File: src/rtl/cfg_pkg.sv
// cfg_pkg: shared definitions for the tile configuration target.
//   - Bit positions of the tile ID, register index and op fields in config_addr_in.
//   - Op codes and the reserved commit index.
//   - The commit FSM state type.
//   - A saturating 8-bit increment helper for the error counter.
package cfg_pkg;

  localparam int TILE_MSB = 31;
  localparam int TILE_LSB = 16;
  localparam int IDX_MSB  = 15;
  localparam int IDX_LSB  = 8;
  localparam int OP_MSB   = 7;
  localparam int OP_LSB   = 0;

  localparam logic [7:0] CFG_OP_WRITE   = 8'h00;
  localparam logic [7:0] CFG_OP_READ    = 8'h01;
  localparam logic [7:0] CFG_IDX_COMMIT = 8'hFF;

  typedef enum logic {
    IDLE   = 1'b0,
    COMMIT = 1'b1
  } cfg_state_t;

  // Counts up to 255 and then holds there instead of wrapping.
  function automatic logic [7:0] sat_inc8(input logic [7:0] value);
    return (value == 8'hFF) ? value : value + 8'd1;
  endfunction

endpackage

File: src/rtl/cfg_shadow_bank.sv
// cfg_shadow_bank: shadow and active configuration register arrays.
//   clk_in, reset_in   : clock and asynchronous active-low reset
//   wr_en_in/wr_idx_in/wr_data_in : single write port into the shadow array
//   copy_en_in         : copies every shadow register into the active array
//   rd_idx_in/rd_data_out : combinational shadow read port (only with CFG_READBACK_EN)
//   active_flat_out    : active array flattened, reg i at [i*DATA_W +: DATA_W]
// Build option: CFG_READBACK_EN adds the shadow read port.
module cfg_shadow_bank
  import cfg_pkg::*;
#(
  parameter int NUM_REGS = 8,
  parameter int DATA_W   = 32,
  parameter int IDX_W    = 3
) (
  input  logic                       clk_in,
  input  logic                       reset_in,
  input  logic                       wr_en_in,
  input  logic [IDX_W-1:0]           wr_idx_in,
  input  logic [DATA_W-1:0]          wr_data_in,
  input  logic                       copy_en_in,
`ifdef CFG_READBACK_EN
  input  logic [IDX_W-1:0]           rd_idx_in,
  output logic [DATA_W-1:0]          rd_data_out,
`endif
  output logic [NUM_REGS*DATA_W-1:0] active_flat_out
);

  logic [DATA_W-1:0] shadow_q [NUM_REGS];
  logic [DATA_W-1:0] shadow_d [NUM_REGS];
  logic [DATA_W-1:0] active_q [NUM_REGS];
  logic [DATA_W-1:0] active_d [NUM_REGS];

  // Writes and the copy both work from the current shadow contents, so a
  // copy on the same edge as a write would snapshot the pre-write value.
  always_comb begin
    shadow_d = shadow_q;
    if (wr_en_in) begin
      shadow_d[wr_idx_in] = wr_data_in;
    end
  end

  always_comb begin
    if (copy_en_in) begin
      active_d = shadow_q;
    end else begin
      active_d = active_q;
    end
  end

  always_ff @(posedge clk_in or negedge reset_in) begin
    if (!reset_in) begin
      for (int i = 0; i < NUM_REGS; i++) begin
        shadow_q[i] <= '0;
        active_q[i] <= '0;
      end
    end else begin
      shadow_q <= shadow_d;
      active_q <= active_d;
    end
  end

`ifdef CFG_READBACK_EN
  assign rd_data_out = shadow_q[rd_idx_in];
`endif

  for (genvar g = 0; g < NUM_REGS; g++) begin : g_flat
    assign active_flat_out[g*DATA_W +: DATA_W] = active_q[g];
  end

endmodule

File: src/rtl/cfg_tile_target.sv
// cfg_tile_target: per-tile configuration bus responder.
//   clk_in, reset_in      : clock and asynchronous active-low reset
//   config_addr_in        : [31:16] tile ID, [15:8] register index, [7:0] op
//   config_data_in        : write data (low DATA_W bits used)
//   config_valid_in       : a word is present on the bus this cycle
//   config_ready_out      : the target accepts the word this cycle
//   cfg_regs_out          : active registers, reg i at [i*DATA_W +: DATA_W]
//   cfg_committed_out     : one-cycle pulse after the active registers update
//   cfg_err_count_out     : saturating count of malformed words for this tile
//   config_read_data_out  : shadow readback data
//   config_read_valid_out : one-cycle readback strobe
// Build option: CFG_READBACK_EN enables op 01 shadow readback; without it the
// read outputs are tied low and op 01 is counted as malformed.
//
// Words land in a one-entry holding register and are decoded on the following
// edge while the FSM is IDLE. A commit command moves the FSM to COMMIT for one
// cycle; leaving COMMIT copies shadow to active.
module cfg_tile_target
  import cfg_pkg::*;
#(
  parameter logic [15:0] TILE_ID  = 16'h0000,
  parameter int          NUM_REGS = 8,
  parameter int          DATA_W   = 32
) (
  input  logic                       clk_in,
  input  logic                       reset_in,
  input  logic [31:0]                config_addr_in,
  input  logic [31:0]                config_data_in,
  input  logic                       config_valid_in,
  output logic                       config_ready_out,
  output logic [NUM_REGS*DATA_W-1:0] cfg_regs_out,
  output logic                       cfg_committed_out,
  output logic [7:0]                 cfg_err_count_out,
  output logic [DATA_W-1:0]          config_read_data_out,
  output logic                       config_read_valid_out
);

  localparam int         IDX_W      = (NUM_REGS > 1) ? $clog2(NUM_REGS) : 1;
  localparam logic [8:0] NUM_REGS_9 = 9'(NUM_REGS);

  cfg_state_t        state_q, state_d;
  logic              s1_full_q, s1_full_d;
  logic [31:0]       s1_addr_q, s1_addr_d;
  logic [DATA_W-1:0] s1_data_q, s1_data_d;
  logic              committed_q, committed_d;
  logic [7:0]        err_cnt_q, err_cnt_d;

  logic              accept;
  logic              stage2_blocked;
  logic              decode_en;
  logic [15:0]       dec_tile;
  logic [7:0]        dec_idx;
  logic [7:0]        dec_op;
  logic              tile_match;
  logic              idx_in_range;
  logic              good_write;
  logic              commit_word;
  logic              good_read;
  logic              bad_word;
  logic              copy_en;

  // Stage 2 only decodes in IDLE; during COMMIT a held word must wait so it
  // lands in shadow after the copy.
  assign stage2_blocked   = (state_q != IDLE);
  assign config_ready_out = (state_q != COMMIT) && !(s1_full_q && stage2_blocked);
  assign accept           = config_valid_in && config_ready_out;
  assign decode_en        = s1_full_q && (state_q == IDLE);

  assign dec_tile     = s1_addr_q[TILE_MSB:TILE_LSB];
  assign dec_idx      = s1_addr_q[IDX_MSB:IDX_LSB];
  assign dec_op       = s1_addr_q[OP_MSB:OP_LSB];
  assign tile_match   = (dec_tile == TILE_ID);
  assign idx_in_range = ({1'b0, dec_idx} < NUM_REGS_9);

  assign good_write  = (dec_op == CFG_OP_WRITE) && idx_in_range;
  // The commit index is a valid command whatever data[0] says; only the
  // transition to COMMIT depends on it.
  assign commit_word = (dec_op == CFG_OP_WRITE) && (dec_idx == CFG_IDX_COMMIT);
`ifdef CFG_READBACK_EN
  assign good_read   = (dec_op == CFG_OP_READ) && idx_in_range;
`else
  assign good_read   = 1'b0;
`endif
  assign bad_word    = decode_en && tile_match && !(good_write || commit_word || good_read);

  assign copy_en = (state_q == COMMIT);

  // Holding register: a new word can load on the same edge the previous one
  // is decoded, which keeps one word per cycle outside of commits.
  always_comb begin
    s1_full_d = s1_full_q;
    s1_addr_d = s1_addr_q;
    s1_data_d = s1_data_q;
    if (accept) begin
      s1_full_d = 1'b1;
      s1_addr_d = config_addr_in;
      s1_data_d = config_data_in[DATA_W-1:0];
    end else if (decode_en) begin
      s1_full_d = 1'b0;
    end
  end

  // Commit FSM, committed pulse and error counter next-state.
  always_comb begin
    state_d     = state_q;
    committed_d = 1'b0;
    err_cnt_d   = err_cnt_q;
    unique case (state_q)
      IDLE: begin
        if (decode_en && tile_match && commit_word && s1_data_q[0]) begin
          state_d = COMMIT;
        end
      end
      COMMIT: begin
        state_d     = IDLE;
        committed_d = 1'b1;
      end
      default: state_d = IDLE;
    endcase
    if (bad_word) begin
      err_cnt_d = sat_inc8(err_cnt_q);
    end
  end

  always_ff @(posedge clk_in or negedge reset_in) begin
    if (!reset_in) begin
      state_q     <= IDLE;
      s1_full_q   <= 1'b0;
      s1_addr_q   <= '0;
      s1_data_q   <= '0;
      committed_q <= 1'b0;
      err_cnt_q   <= '0;
    end else begin
      state_q     <= state_d;
      s1_full_q   <= s1_full_d;
      s1_addr_q   <= s1_addr_d;
      s1_data_q   <= s1_data_d;
      committed_q <= committed_d;
      err_cnt_q   <= err_cnt_d;
    end
  end

  assign cfg_committed_out = committed_q;
  assign cfg_err_count_out = err_cnt_q;

`ifdef CFG_READBACK_EN
  logic [DATA_W-1:0] bank_rd_data;
  logic [DATA_W-1:0] read_data_q, read_data_d;
  logic              read_valid_q, read_valid_d;
  logic              read_en;

  assign read_en = decode_en && tile_match && good_read;

  always_comb begin
    read_data_d  = read_data_q;
    read_valid_d = read_en;
    if (read_en) begin
      read_data_d = bank_rd_data;
    end
  end

  always_ff @(posedge clk_in or negedge reset_in) begin
    if (!reset_in) begin
      read_data_q  <= '0;
      read_valid_q <= 1'b0;
    end else begin
      read_data_q  <= read_data_d;
      read_valid_q <= read_valid_d;
    end
  end

  assign config_read_data_out  = read_data_q;
  assign config_read_valid_out = read_valid_q;
`else
  assign config_read_data_out  = '0;
  assign config_read_valid_out = 1'b0;
`endif

  cfg_shadow_bank #(
    .NUM_REGS (NUM_REGS),
    .DATA_W   (DATA_W),
    .IDX_W    (IDX_W)
  ) u_bank (
    .clk_in          (clk_in),
    .reset_in        (reset_in),
    .wr_en_in        (decode_en && tile_match && good_write),
    .wr_idx_in       (dec_idx[IDX_W-1:0]),
    .wr_data_in      (s1_data_q),
    .copy_en_in      (copy_en),
`ifdef CFG_READBACK_EN
    .rd_idx_in       (dec_idx[IDX_W-1:0]),
    .rd_data_out     (bank_rd_data),
`endif
    .active_flat_out (cfg_regs_out)
  );

endmodule

File: config.mk
export PLATFORM = sky130hd
export DESIGN_NAME = cfg_tile_target
export DESIGN_NICKNAME = d
export VERILOG_FILES = /design/src/rtl/cfg_pkg.sv /design/src/rtl/cfg_shadow_bank.sv /design/src/rtl/cfg_tile_target.sv
export SDC_FILE = /design/constraint.sdc
export NUM_CORES = 1
export LEC_CHECK = 0
export ABC_CLOCK_PERIOD_IN_PS = 3900
export BUFFER_PORTS_ARGS = -buffer_cell sky130_fd_sc_hd__buf_2
export CORE_MARGIN = 2
export CORE_UTILIZATION = 45
export CTS_BUF_LIST = sky130_fd_sc_hd__clkbuf_16
export CTS_CLUSTER_SIZE = 8
export DETAILED_ROUTE_END_ITERATION = 10
export GPL_TIMING_DRIVEN = 0
export HOLD_SLACK_MARGIN = 0.1
export PLACE_DENSITY = 0.66
export SETUP_SLACK_MARGIN = 0.3
export SYNTH_ARGS = -nofsm -noshare
export SYNTH_HDL_FRONTEND = slang
export SYNTH_SLANG_ARGS = --single-unit
File: constraint.sdc
create_clock -name clk_in -period 3.9 [get_ports clk_in]
set_clock_uncertainty 0.1 [all_clocks]
set_input_delay 0.195 -clock clk_in [delete_from_list [all_inputs] [get_ports clk_in]]
set_output_delay 0.195 -clock clk_in [all_outputs]
set_load 0.02 [all_outputs]
==> summary.md, run 1 <==
| Metric | Value |
|---|---|
| Post-synthesis xor/xnor area fraction | 0.00197 |
| Die Ht | 226 um |
| Num rows | 81 |
| Final Hold Fails | 0 |
| CP Buf/Inv Count | 5 |
| Slew HR | 0.289 |
| Most common cell after layout, fill and taps aside | dfrtp_1 |
| Complex-gate fraction of the synthesized area | 0.000899 |
| Critical path required time | 3.61 ns |
| Crit path launch type | register |
| Worst slew pin tran | 1.07 ns |
| P&R area growth vs syn | 25.2% |
| Mapped cell area | 22300 um2 |
| Max Fclk | 328 MHz |
| Die W | 226 um |
| Clk Latency, worst-skew pair | 0.62 ns |
| First-pass GRT wire length | 83400 um |
| Reg2reg setup slack | 0.93 ns |
| H-tree Lvls | 3 |
| Buffers on Ports | 332 |
| Status | finished, final reports clean |
| Pin count of the biggest net entering global routing | 129 |
| Setup violators final | 0 |
| RR Startpoint | copy_en$_DFF_PN0_ |
| Nets | 1913 |
| Die ar. | 51300 um2 |
| Detailed Route Iter0 Violations | 584 |
| Yosys reg bits | 587 |
| Clock-pin slew on the worst setup and hold paths | 0.05 ns |
| Antenna violations before repair | 2 |
| CP Data Arrival Time | 2.75 ns |
| Critical Path Sink Type | output pin |
| Commonest non-fill, non-tap cells in the layout | 587 x dfrtp_1, 538 x mux2_2, 337 x buf_2 |
| Area leader, netlist | dfrtp_1 |
| Top post-synthesis cells by area | dfrtp_1 66%, mux2_2 27%, mux2_4 2.0% |
| Crit path max fanout | 10 |
| WL per Instance | 21.8 um |
| Drc violations | 0 |
| Avg Vias per Cell | 5.06 |
| Largest family of logic cells by synthesized area | multiplexers |
| Clock share of power | 0.485 |
| Clk buf depth | 3 |
| Switching part of the total | 0.214 |
| Hold_ws | 0.196 ns |
| Synth Warn # | 0 |
| Num CTS Buffers | 83 |
| Clock root buffer | clkbuf_16 |
| Seq pwr share | 0.486 |
| Minimum clock period | 3.05 ns |
| Number of global-route vias before repair | 13903 |
| Sequential area share after synthesis | 0.660 |
| CP cell instances | buf_2 -> clkbuf_1 -> buf_1 -> inv_1 -> buf_2 |
| GPL Wtd Cong | 0.761 |
| Most used cell, CP | buf_2 |
| Adder and majority gate portion of the synthesized area | 0.000562 |
| Synth top area share | 0.660 |
| Comb power frac | 0.030 |
| Max stage delay on crit path | 0.71 ns |
| Cell Pwr Density | 466 nW/um2 |
| Ratio of cells with drive above 1 in the final layout | 0.567 |
| Sw power | 2.78 mW |
| Initial core utilization | 0.456 |
| HPWL Detailed | 37000 um |
| CP max-delay cell | buf_1 |
| Core area | 48800 um2 |
| ANT nets after route | 0 |
| Syn Inst Count | 1327 |
| Post_cts resized | 0 |
| Simple logic cell fraction of the synthesized area | 0.0147 |
| Slew Viols, Final | 0 |
| Synth unique cells | 36 |
| I/O pin cnt | 366 |
| Worst Hold Class | primary input to asynchronous set/reset pin |
| LEAKAGE | 15.0 nW |
| Power Total | 13.0 mW |
| Total GRT Usage | 0.219 |
| Fin crit share | 0.782 |
| Internal power | 10.2 mW |
| RSZ-0062 raised after global routing | false |
| Max_cap viols | 0 |
| Delay-heaviest family, CP | buffers and inverters |
| Kind of critical path | register to output pin |
| Detailed-router iteration count before antenna repair | 6 |
| TritonCTS Sinks | 587 |
| Max IR drop VDD | 299 uV |
| CTS tree | yes |
| R2R depth | 7 |
| Mux contribution to synthesized area | 0.297 |
| Reg-to-reg endpoint | u_bank.shadow_q[239]$_DFFE_PN0P_ |
| Final WL | 54900 um |
| Vias | 12732 |
| Global route overflow | 0 |
| Syn_area_per_cell | 16.8 um2 |
-- area by class of cell --
type | count | area [um2]
Clock buffer | 86 | 2150
Multi-Input combinational cell | 673 | 7150
Antenna cell | 1 | 2.50
Buffer | 97 | 542
Clock inverter | 6 | 66.3
Fill cell | 3851 | 21000
Timing Repair Buffer | 401 | 2430
Sequential cell | 587 | 14700
Inverter | 2 | 7.51
Tap cell | 664 | 831
-- kinds of logic (layout without fill, tap and decap cells) --
kind of cell	Yosys count	in the layout
compound gates	3	3
xor+xnor	5	5
fa+ha+maj	1	1
buf+inv	99	592
flops	587	587
mux	578	578
other cells	1	34
simple gates	53	53
-- stage by stage --
step | TNS [ns] | instances | util | worst slack (ns) | cell area [um2]
global placement | -5352.45 | 2355 | 0.509 | -9.19 | 24900
detailed placement | 0 | 2359 | 0.512 | 0.829 | 25000
CTS | 0 | 2516 | 0.570 | 0.700 | 27900
global route | 0 | 2517 | 0.571 | 0.563 | 27900
finish | 0 | 2517 | 0.571 | 0.852 | 27900
floorplan | 0 | 1359 | - | 1.58 | 22400
-- synthesized netlist by cell type, drive strengths merged --
cell type,count
ha,1
o21ai,1
or3,1
nor2,6
dfrtp,587
nor3b,2
buf,65
nor4,5
nand2b,2
nand2,10
nand4,6
nand3,6
xor2,2
or3b,1
nor3,1
and2,1
and4,2
inv,2
conb,1
or4b,1
xnor2,3
clkbuf,32
nor2b,5
nor4b,2
mux2,578
and3,2
a21o,2
-- routing by layer --
metal / up-vias / part of all wire / wire length [um] / track usage
met2: 292 / 0.48 / 26500 / 0.354
met4: 2 / 0.022 / 1230 / 0.0734
li1: 5641 / - / - / -
met5: - / 0.00020 / 11 / 0
met3: 71 / 0.064 / 3520 / 0.0657
met1: 6726 / 0.43 / 23600 / 0.284
-- registers in the layout, indices dropped and copies added (netlist names) --
signal and count:
cfg_committed_out 1, s1_data_q 32, s1_addr_q 32, copy_en 1, u_bank.active_flat_out 256, u_bank.shadow_q 256
cfg_err_count_out 8, s1_full_q 1
-- power groups by stage --
stage                     logic (mW)  clock network, mW  registers, mW
after floorplan                0.149                  0           6.33
after global placement         0.316                  0           6.40
after detailed placement       0.341                  0           6.40
after CTS                      0.394               6.45           6.30
after global routing           0.432               6.70           6.31
final                          0.386               6.29           6.30
-- timing repair --
action	CTS	global route
buffers inserted	0	0
setup endpoints to repair	0	0
hold endpoints to repair	185	0
hold buffers	65	0
-- how the worst max path moves through the flow --
stage | from | to | slack [ns] | cells past startpoint
3_3_place_gp | reset_in | u_bank.active_flat_out[15]$_DFFE_PN0P_ | -9.19 | 1
6_report | copy_en$_DFF_PN0_ | config_ready_out | 0.85 | 5
2_1_floorplan | copy_en$_DFF_PN0_ | u_bank.shadow_q[65]$_DFFE_PN0P_ | 1.58 | 8
5_1_grt | copy_en$_DFF_PN0_ | config_ready_out | 0.56 | 5
3_5_place_dp | copy_en$_DFF_PN0_ | u_bank.shadow_q[239]$_DFFE_PN0P_ | 0.83 | 7
4_1_cts | copy_en$_DFF_PN0_ | config_ready_out | 0.70 | 5
Note: power is estimated with default switching activity, not from simulation.
==> run 2: changes to the inputs <==
ABC_AREA = 1   (was default)
ABC_CLOCK_PERIOD_IN_PS = 2800   (was 3900)
PLACE_DENSITY = 0.68   (was 0.66)
clock period = 2.8 ns   (was 3.9 ns; I/O delays follow)
==> run 2 against run 1 <==
Against the previous run: die area grew 5.8%; synthesized cell count grew 92%; worst setup slack lost 0.38 ns; sequential power grew 37%; utilization shrank 0.26 points.
==> summary.md, run 2 <==
| Metric | Value |
|---|---|
| Status | finished, final reports clean (unchanged) |
| CTS tree | yes (unchanged) |
| Hold Startpoint | config_valid_in |
| Crit path max fanout | 10 (unchanged) |
| Cell Pwr Density | 631 nW/um2 (was 466 nW/um2) |
| Detailed Route Iter0 Violations | 1810 (was 584) |
| Comb power frac | 0.056 (was 0.030) |
| Crit path launch type | register (unchanged) |
| Max IR drop VDD | 461 uV (was 299 uV) |
| Synth Warn # | 0 (unchanged) |
| P&R area growth vs syn | 24.1% (was 25.2%) |
| Post-route cell area | 29300 um2 (was 27900 um2) |
| Num CTS Buffers | 83 (unchanged) |
| Clock-pin slew on the worst setup and hold paths | 0.05 ns (about the same) |
| Setup TNS | 0 ns (unchanged) |
| Pin count of the biggest net entering global routing | 126 (was 129) |
| Worst Hold Class | primary input to register (was primary input to asynchronous set/reset pin) |
| # Post-CTS Setup Buffers | 0 (unchanged) |
| Syn_area_per_cell | 9.24 um2 (was 16.8 um2) |
| I/O pin cnt | 366 (unchanged) |
| HPWL Detailed | 49700 um (was 37000 um) |
| Area leader, netlist | dfrtp_1 (unchanged) |
| Minimum clock period | 2.33 ns |
| Top post-synthesis cells by area | dfrtp_1 62%, nand2_1 21%, nand4_1 6.8% (was dfrtp_1 66%, mux2_2 27%, mux2_4 2.0%) |
| Avg Vias per Cell | 5.24 (was 5.06) |
| Worst slew pin tran | 1.32 ns (was 1.07 ns) |
| Final Hold Fails | 0 (unchanged) |
| Nets | 3139 (was 1913) |
| Switching part of the total | 0.232 (was 0.214) |
| Max Fclk | 429 MHz |
| Async SR Flop Fraction | 1.00 (unchanged) |
| Commonest non-fill, non-tap cells in the layout | 1328 x nand2_1, 587 x dfrtp_1, 389 x buf_2 (was 587 x dfrtp_1, 538 x mux2_2, 337 x buf_2) |
| Power Total | 18.5 mW (was 13.0 mW) |
| Die W | 233 um (was 226 um) |
| Finished Layout Cells | 3759 (was 2517) |
| Clock share of power | 0.476 (was 0.485) |
| N_diodes | 0 (was 1) |
| WL per Instance | 19.8 um (was 21.8 um) |
| Yosys reg bits | 587 (unchanged) |
| H-tree Lvls | 3 (unchanged) |
| Die Ht | 233 um (was 226 um) |
| Max_cap viols | 0 (unchanged) |
| Placed Cells | 3599 (was 2359) |
| Most used cell, CP | nand2_1 (was buf_2) |
| Slew Viols, Final | 0 (unchanged) |
| Number of global-route vias before repair | 19616 (was 13903) |
| Buffers on Ports | 332 (unchanged) |
| Sw power | 4.28 mW (was 2.78 mW) |
| Syn Inst Count | 2550 (was 1327) |
| Seq pwr share | 0.468 (was 0.486) |
| Most common cell after layout, fill and taps aside | nand2_1 (was dfrtp_1) |
| CP Data Arrival Time | 2.73 ns (was 2.75 ns) |
| ANT nets after route | 0 (unchanged) |
| Num rows | 83 (was 81) |
| Placement Cell Area | 26400 um2 (was 25000 um2) |
| Core area | 51500 um2 (was 48800 um2) |
| Leading cell types by count after synthesis | 1328 x nand2_1, 587 x dfrtp_1, 257 x nand4_1 (was 587 x dfrtp_1, 538 x mux2_2, 39 x buf_4) |
| Synth unique cells | 23 (was 36) |
| Slew HR | 0.118 (was 0.289) |
| Die ar. | 54200 um2 (was 51300 um2) |
| First-pass GRT wire length | 112000 um (was 83400 um) |
| CP cell instances | buf_2 -> inv_2 -> nand2_1 -> nor2_2 -> buf_6 -> nand3_1 -> buf_2 -> nand2_1 -> nand2_1 (was buf_2 -> clkbuf_1 -> buf_1 -> inv_1 -> buf_2) |
| Kind of critical path | register to register (was register to output pin) |
| Clk Latency, worst-skew pair | 0.62 ns (about the same) |
| Crit path launch | copy_en$_DFF_PN0_ (unchanged) |
| GPL Wtd Cong | 0.825 (was 0.761) |
| LEAKAGE | 16.8 nW (was 15.0 nW) |
| Setup violators final | 0 (unchanged) |
| Fin crit share | 0.833 |
| Sequential area share after synthesis | 0.623 (was 0.660) |
| Post-synth EDFFs | 0 (unchanged) |
| Synth top area share | 0.623 (was 0.660) |
| Antenna violations before repair | 0 (was 2) |
| Critical Path Sink Type | register (was output pin) |
| Global route overflow | 0 (unchanged) |
| RR Startpoint | copy_en$_DFF_PN0_ (unchanged) |
| RSZ-0062 raised after global routing | true (was false) |
| Internal power | 14.2 mW (was 10.2 mW) |
| Ratio of cells with drive above 1 in the final layout | 0.199 (was 0.567) |
| Synth Flop Type | dfrtp_1 (unchanged) |
| TritonCTS Sinks | 587 (unchanged) |
| Max stage delay on crit path | 0.41 ns (was 0.71 ns) |
| Most frequent cell after synthesis | nand2_1 (was dfrtp_1) |
| CP max-delay cell | dfrtp_1 (was buf_1) |
| Final WL | 74300 um (was 54900 um) |
| Initial core utilization | 0.458 (was 0.456) |
| Critical path required time | 3.20 ns (was 3.61 ns) |
| Drc violations | 0 (unchanged) |
| Fill cells | 4504 (was 3851) |
| Clk buf depth | 3 (unchanged) |
| Total GRT Usage | 0.276 (was 0.219) |
| Mapped cell area | 23600 um2 (was 22300 um2) |
| Vias | 19696 (was 12732) |
| Detailed-router iteration count before antenna repair | 6 (unchanged) |
| Clock root buffer | clkbuf_16 (unchanged) |
[run 2: final timing paths]
kind	slack, ns	depth (start not counted)	endpoint
worst max-delay path	0.47	9	u_bank.shadow_q[98]$_DFFE_PN0P_
worst min-delay path	0.14	4	s1_data_q[3]$_DFFE_PN0P_
worst max register to register	0.47	9	u_bank.shadow_q[98]$_DFFE_PN0P_
worst min register to register	0.34	0	cfg_committed_out$_DFF_PN0_
max in group asynchronous	0.85	5	s1_addr_q[13]$_DFFE_PN0P_
min in group asynchronous	0.58	4	u_bank.active_flat_out[185]$_DFFE_PN0P_
[run 2: final cells by class]
class                   instances  area (um2)  share of cell area
plain buffers                 235        1220              0.0419
repair buffers                404        2490              0.0851
well taps                     680         851              0.0291
clock inverters                 8        71.3             0.00244
flip-flops and latches        587       14700               0.502
multi-input cells            1749        7760               0.265
inverters                      11        41.3             0.00141
clock buffers                  85        2130              0.0727
[run 2: kinds of logic after synthesis]
family	synth area share
adders and majority gates	0.000531
muxes	0.0291
AOI/OAI and AO/OA	0.000849
DFF	0.623
and+or+nand+nor	0.291
other	0.000159
xor gates and xnor gates	0.00186
buffers and inverters	0.0536
[run 2: metal layers]
layer | GRT usage | vias up | part of all wire
li1 | - | 9125 | -
met1 | 0.351 | 9530 | 0.40
met2 | 0.444 | 839 | 0.47
met3 | 0.0627 | 202 | 0.080
met4 | 0.137 | 0 | 0.051
met5 | 0 | - | 0
[run 2: timing repair]
item | in CTS | in global routing
endpoints found under the hold margin | 452 | 0
hold buffers | 67 | 0
cloned | 0 | 0
endpoints found under the setup margin | 10 | 79
resized for setup | 1 | 8
[run 2: per-stage QoR]
| step | util | worst slack [ns] | hold WS, ns |
|---|---|---|---|
| global route | 0.568 | 0.296 | 0.135 |
| floorplan | - | 1.07 | -0.256 |
| detailed placement | 0.512 | 0.241 | -0.0397 |
| global placement | 0.509 | -10.01 | 0.272 |
| CTS | 0.568 | 0.366 | 0.102 |
| finish | 0.568 | 0.468 | 0.136 |
[run 2: worst max-delay path, delay by kind of cell (launching register included)]
family,cells,cell delay [ns]
buffers and inverters,4,0.93
and+or+nand+nor,5,0.77
DFF,1,0.41
[run 2: power groups by stage]
stage | registers (mW) | logic (mW) | clock network (mW)
CTS | 8.63 | 1.02 | 8.89
finish | 8.64 | 1.03 | 8.79
floorplan | 8.76 | 0.370 | 0
global route | 8.64 | 1.08 | 9.27
global placement | 8.77 | 0.892 | 0
detailed placement | 8.77 | 0.936 | 0
